[config.mk]
export PLATFORM = sky130hd
export DESIGN_NAME = stage_pipe_hs
export DESIGN_NICKNAME = d
export VERILOG_FILES = /design/src/rtl/stage_pipe_hs_pkg.sv /design/src/rtl/stage_pipe_cell.sv /design/src/rtl/stage_pipe_hs.sv
export SDC_FILE = /design/constraint.sdc
export NUM_CORES = 1
export LEC_CHECK = 0
export ABC_CLOCK_PERIOD_IN_PS = 1300
export BUFFER_PORTS_ARGS = -buffer_cell sky130_fd_sc_hd__buf_2
export CORE_MARGIN = 2
export CORE_UTILIZATION = 45
export CTS_CLUSTER_DIAMETER = 60
export DETAILED_ROUTE_END_ITERATION = 10
export PLACE_DENSITY = 0.71
export SYNTH_ARGS = -nofsm -noshare
export SYNTH_HDL_FRONTEND = slang
export SYNTH_SLANG_ARGS = --single-unit
[constraint.sdc]
create_clock -name clk -period 1.3 [get_ports clk]
set_input_delay 0.065 -clock clk [delete_from_list [all_inputs] [get_ports clk]]
set_output_delay 0.065 -clock clk [all_outputs]
set_load 0.02 [all_outputs]
[src/rtl/stage_pipe_hs_pkg.sv]
// Shared definitions for the stage_pipe_hs handshake pipeline: the occupancy
// width helper and the per-stage control decode.
package stage_pipe_hs_pkg;

   function automatic int occ_w(input int depth);
      return $clog2(depth + 1);
   endfunction

   // clear outranks hold, so a simultaneous request collapses to CTL_CLEAR
   typedef enum logic [1:0] {
      CTL_RUN   = 2'd0,
      CTL_HOLD  = 2'd1,
      CTL_CLEAR = 2'd2
   } ctl_e;

endpackage

[src/rtl/stage_pipe_cell.sv]
// One register stage of stage_pipe_hs: a {valid, data} record with load,
// flush and stall gating.
module stage_pipe_cell
   import stage_pipe_hs_pkg::*;
#(
   parameter int WIDTH = 32
) (
   input  logic             clk,
   input  logic             nreset,
   input  ctl_e             ctl,
   input  logic             ready,
   input  logic             up_valid,
   input  logic [WIDTH-1:0] up_data,
   output logic             valid,
   output logic [WIDTH-1:0] data
);

   typedef struct packed {
      logic             valid;
      logic [WIDTH-1:0] data;
   } stage_t;

   stage_t st;
   logic   load;

   assign load = ready & (ctl == CTL_RUN);

   // data only moves with a real payload, so bubbles leave the old word in place
   always_ff @(posedge clk or negedge nreset) begin
      if (!nreset) begin
         st <= '0;
      end else if (ctl == CTL_CLEAR) begin
         st <= '0;
      end else if (load) begin
         st.valid <= up_valid;
         if (up_valid) st.data <= up_data;
      end
   end

   assign valid = st.valid;
   assign data  = st.data;

endmodule

[src/rtl/stage_pipe_hs.sv]
// DEPTH-stage valid/ready pipeline with bubble collapse, flush and stall.
// Define STAGE_PIPE_HS_OCC_EN to add the registered occupancy output.
module stage_pipe_hs
   import stage_pipe_hs_pkg::*;
#(
   parameter int WIDTH = 32,
   parameter int DEPTH = 2
) (
   input  logic                     clk,
   input  logic                     nreset,
   input  logic                     clear,
   input  logic                     hold,
   input  logic                     in_valid,
   output logic                     in_ready,
   input  logic [WIDTH-1:0]         in_data,
   output logic                     out_valid,
   input  logic                     out_ready,
   output logic [WIDTH-1:0]         out_data
`ifdef STAGE_PIPE_HS_OCC_EN
   ,
   output logic [occ_w(DEPTH)-1:0]  occupancy
`endif
);

   ctl_e                        ctl;
   logic [DEPTH:0]              rdy;
   // index 0 is the producer side; index i+1 is the output of stage i
   logic [DEPTH:0]              src_v;
   logic [DEPTH:0][WIDTH-1:0]   src_d;

   assign ctl = clear ? CTL_CLEAR : (hold ? CTL_HOLD : CTL_RUN);

   assign src_v[0] = in_valid;
   assign src_d[0] = in_data;

   // a stage can take a word if it is empty or its own word moves on this edge
   always_comb begin
      rdy        = '0;
      rdy[DEPTH] = out_ready;
      for (int i = DEPTH - 1; i >= 0; i--) begin
         rdy[i] = !src_v[i+1] | rdy[i+1];
      end
   end

   for (genvar g = 0; g < DEPTH; g++) begin : g_stage
      stage_pipe_cell #(.WIDTH(WIDTH)) u_cell (
         .clk      (clk),
         .nreset   (nreset),
         .ctl      (ctl),
         .ready    (rdy[g]),
         .up_valid (src_v[g]),
         .up_data  (src_d[g]),
         .valid    (src_v[g+1]),
         .data     (src_d[g+1])
      );
   end

   assign in_ready  = rdy[0] & (ctl == CTL_RUN);
   assign out_valid = src_v[DEPTH] & (ctl == CTL_RUN);
   assign out_data  = src_d[DEPTH];

`ifdef STAGE_PIPE_HS_OCC_EN
   localparam int OCC_W = occ_w(DEPTH);

   logic in_fire;
   logic out_fire;

   assign in_fire  = in_valid & in_ready;
   assign out_fire = out_valid & out_ready;

   // bubble moves never change the count; only end transfers do
   always_ff @(posedge clk or negedge nreset) begin
      if (!nreset) begin
         occupancy <= '0;
      end else if (clear) begin
         occupancy <= '0;
      end else begin
         case ({in_fire, out_fire})
            2'b10:   occupancy <= occupancy + OCC_W'(1);
            2'b01:   occupancy <= occupancy - OCC_W'(1);
            default: occupancy <= occupancy;
         endcase
      end
   end
`endif

endmodule

==> flow_summary.toml <==
[setup_path]
critPathKind = "reg2out"
slowest_stage = "dfrtp_1"
cp_top_family = "flip-flops"
worst-r2r-setup-slack_ns = -0.09
critPathMaxFanout = 9
cp-end-kind = "primary output"
path_cells = "and2b_1 > buf_6 > a21boi_2 > buf_6"
critPathLaunchType = "register"
crit_path_max_incr_delay_ns = 0.41
arrival_ns = 1.34
r2r_cells = 4
crit_path_start = "g_stage[1].u_cell.valid$_DFFE_PN0P_"
r2r-end = "g_stage[0].u_cell.data[16]$_DFFE_PN0P_"
worstReg2RegStart = "g_stage[1].u_cell.valid$_DFFE_PN0P_"
path_buf_inv = 2
cp.required_ns = 1.24
crit_top_cell = "buf_6"
cp_num_cells = 4

[power_and_ir_drop]
p_leak_uw = 0.00215
pwr_density_cell_nw_per_um2 = 1160
fin_total_pwr_uw = 5190
ir_drop_uv = 661

[run_status]
failed_checks = "negative setup slack"
status = "finished with violations"

[cells_and_area]
drive_above_1_share_pct = 44.2
fillers = 467
final_nets = 415
seq_area_sq_um = 1650
final_area_sq_um = 4490
antenna_cells = 0
multiInputGateArea_sq_um = 1430
syn2layout_area_growth_pct = 48.1

[routing]
dr.pass1.iters = 4
via_count = 2414
wl_per_cell_microns = 16.7
drt_first_iter_violations = 115
vias_per_cell = 5.26
drtAntennaViolNets = 0
wl_microns = 7680
drc_errors = 0

[global_routing]
antenna_found_initial = 0
grt_pass1_wl_microns = 12100
grt_pass1_vias = 2440
grt_usage_pct = 21.2
grt_max_degree = 67
overflow = 0

[cts]
cts_htree_levels = 3
cts_buffer_depth = 2
tritoncts = "built"
cts.sinks = 66
clock-root-buffer = "clkbuf_8"
cts_buffers = 9
clk_latency_ns = 0.34
path_clk_slew_ns = 0.07

[synth]
synth_edf_count = 0
synthCells = 265
syn_avg_cell_area_sq_um = 11.4
ys.flop_type = "dfrtp_1"
yosysMostFrequentCell = "dfrtp_1"
synth_area_sq_um = 3030
synth_seq_area_share_pct = 54.5
synth_commonest_cells = "dfrtp_1 (66), inv_1 (34), nor2_1 (32), o311ai_0 (32), mux2_4 (30)"
synth_top_area_share_pct = 54.5
ys_seq_elements = 66
yosys.area.top_type = "dfrtp_1"
yosysWarnings = 0
async_reset_ff_share_pct = 100
yosysUniqueCellTypes = 21
synthTopCellsByArea = "dfrtp_1 (54%), mux2_4 (15%), o311ai_0 (9.2%)"
synth.net_count = 303

[floorplanning]
dieArea_sq_um = 7410
row_count = 29
io_pins = 72
die_height_microns = 86.1
fp.dieW_microns = 86.1
core_area_sq_um = 6420
start_util_pct = 47.2

[hold_path]
timing.hold.worst.start = "in_valid"
min_path_cells = 3
hold_class = "in2reg"
hold_end = "g_stage[0].u_cell.valid$_DFFE_PN0P_"

[sta]
fmax_mhz = 713
hold_viol = 0
worst_slew_pin_slew_ns = 0.992
fin_ws_ns = -0.103
finalCriticalPeriod_ns = 1.40
rsz0062_at_grt = "yes"
maxSlewViolCount = 0
final.setup_skew_ns = 0.0108
setup_viol = 53
timing.slew.headroom_pct = 33.7
finalCritPeriodShare_pct = 108

[job]
maxCapViolCount = 0

[placed_design]
place_ws_ns = -0.100
io_buffers = 71
place_area_sq_um = 3520
dp_hpwl_microns = 4400
gp_congestion = 0.804
-- power breakdown --
group / leakage [uW] / internal [uW] / switching, uW
clock: 0.000136 / 1660 / 797
sequential: 0.000906 / 2120 / 23.5
combinational: 0.00111 / 271 / 315
-- worst max path at each step --
stage	slack, ns	end
floorplan	-0.03	in_ready
global placement	-0.06	g_stage[0].u_cell.data[0]$_DFFE_PN0P_
detailed placement	-0.10	g_stage[0].u_cell.data[31]$_DFFE_PN0P_
CTS	-0.10	in_ready
global route	-0.17	in_ready
finish	-0.10	in_ready
-- flip-flops by register name, indices dropped and copies added, names as in the netlist --
signal                count
g_stage.u_cell.valid      2
g_stage.u_cell.data      64
-- worst reg2reg max path: stages, from the launching register on --
cell and delay, ns:
dfrtp_1 0.38, nand2b_1 0.12, o211ai_4 0.24, buf_12 0.22
mux2_4 0.32
-- cells in the final DEF, fill, tap and decap left out, drive strengths merged --
cell         instances
dlygate4sd3         33
o21ai               34
nand3                1
nand2b               3
inv                 34
bufinv               5
clkbuf               9
mux2                32
o211ai               1
a21boi               1
buf                 91
dfrtp               66
nor2                33
a21oi                2
and2                 1
o311ai              32
clkinvlp             3
and2b                1
-- kinds of logic (layout without fill, tap and decap cells) --
family,Yosys count,count (layout),synth area share (%)
AOI/OAI and AO/OA,70,70,16.1
and+or+nand+nor,39,39,5.57
DFF,66,66,54.5
buffers and inverters,58,175,8.21
muxes,32,32,15.6
-- what timing repair did --
action                                  4_1_cts  5_1_grt
pin swaps                                     1        0
hold endpoints to repair                     98        0
resized for setup                            58       40
endpoints found under the setup margin       52       65
setup buffers                                 5        0
hold buffers                                 33        0
-- through the flow --
stage          hold slack [ns]  setup TNS (ns)  utilization [%]  cells
6_report                0.0177           -3.21             69.9    459
4_1_cts                0.00613           -2.36             66.4    459
2_1_floorplan           -0.231          -0.839                -    265
3_3_place_gp             0.110           -1.01             54.7    405
5_1_grt                 0.0271           -7.68             69.9    459
3_5_place_dp             0.111           -3.09             54.7    405
-- final cells by class --
class	count	area share, %
clock inverter	7	3.68
sequential	66	36.8
inverter	35	3.01
multi-input combinational	141	31.8
clock buffer	9	2.76
tap	77	2.15
timing repair buffer	124	19.8
-- per-layer routing --
| layer | part of all wire (%) | up-vias | track usage, % |
|---|---|---|---|
| met5 | 0 | - | 0 |
| met4 | 1.9 | 0 | 8.95 |
| met3 | 4.5 | 11 | 3.75 |
| met2 | 50 | 75 | 34.0 |
| met1 | 44 | 1186 | 28.5 |
| li1 | - | 1142 | - |
Note: power is estimated with default switching activity, not from simulation.
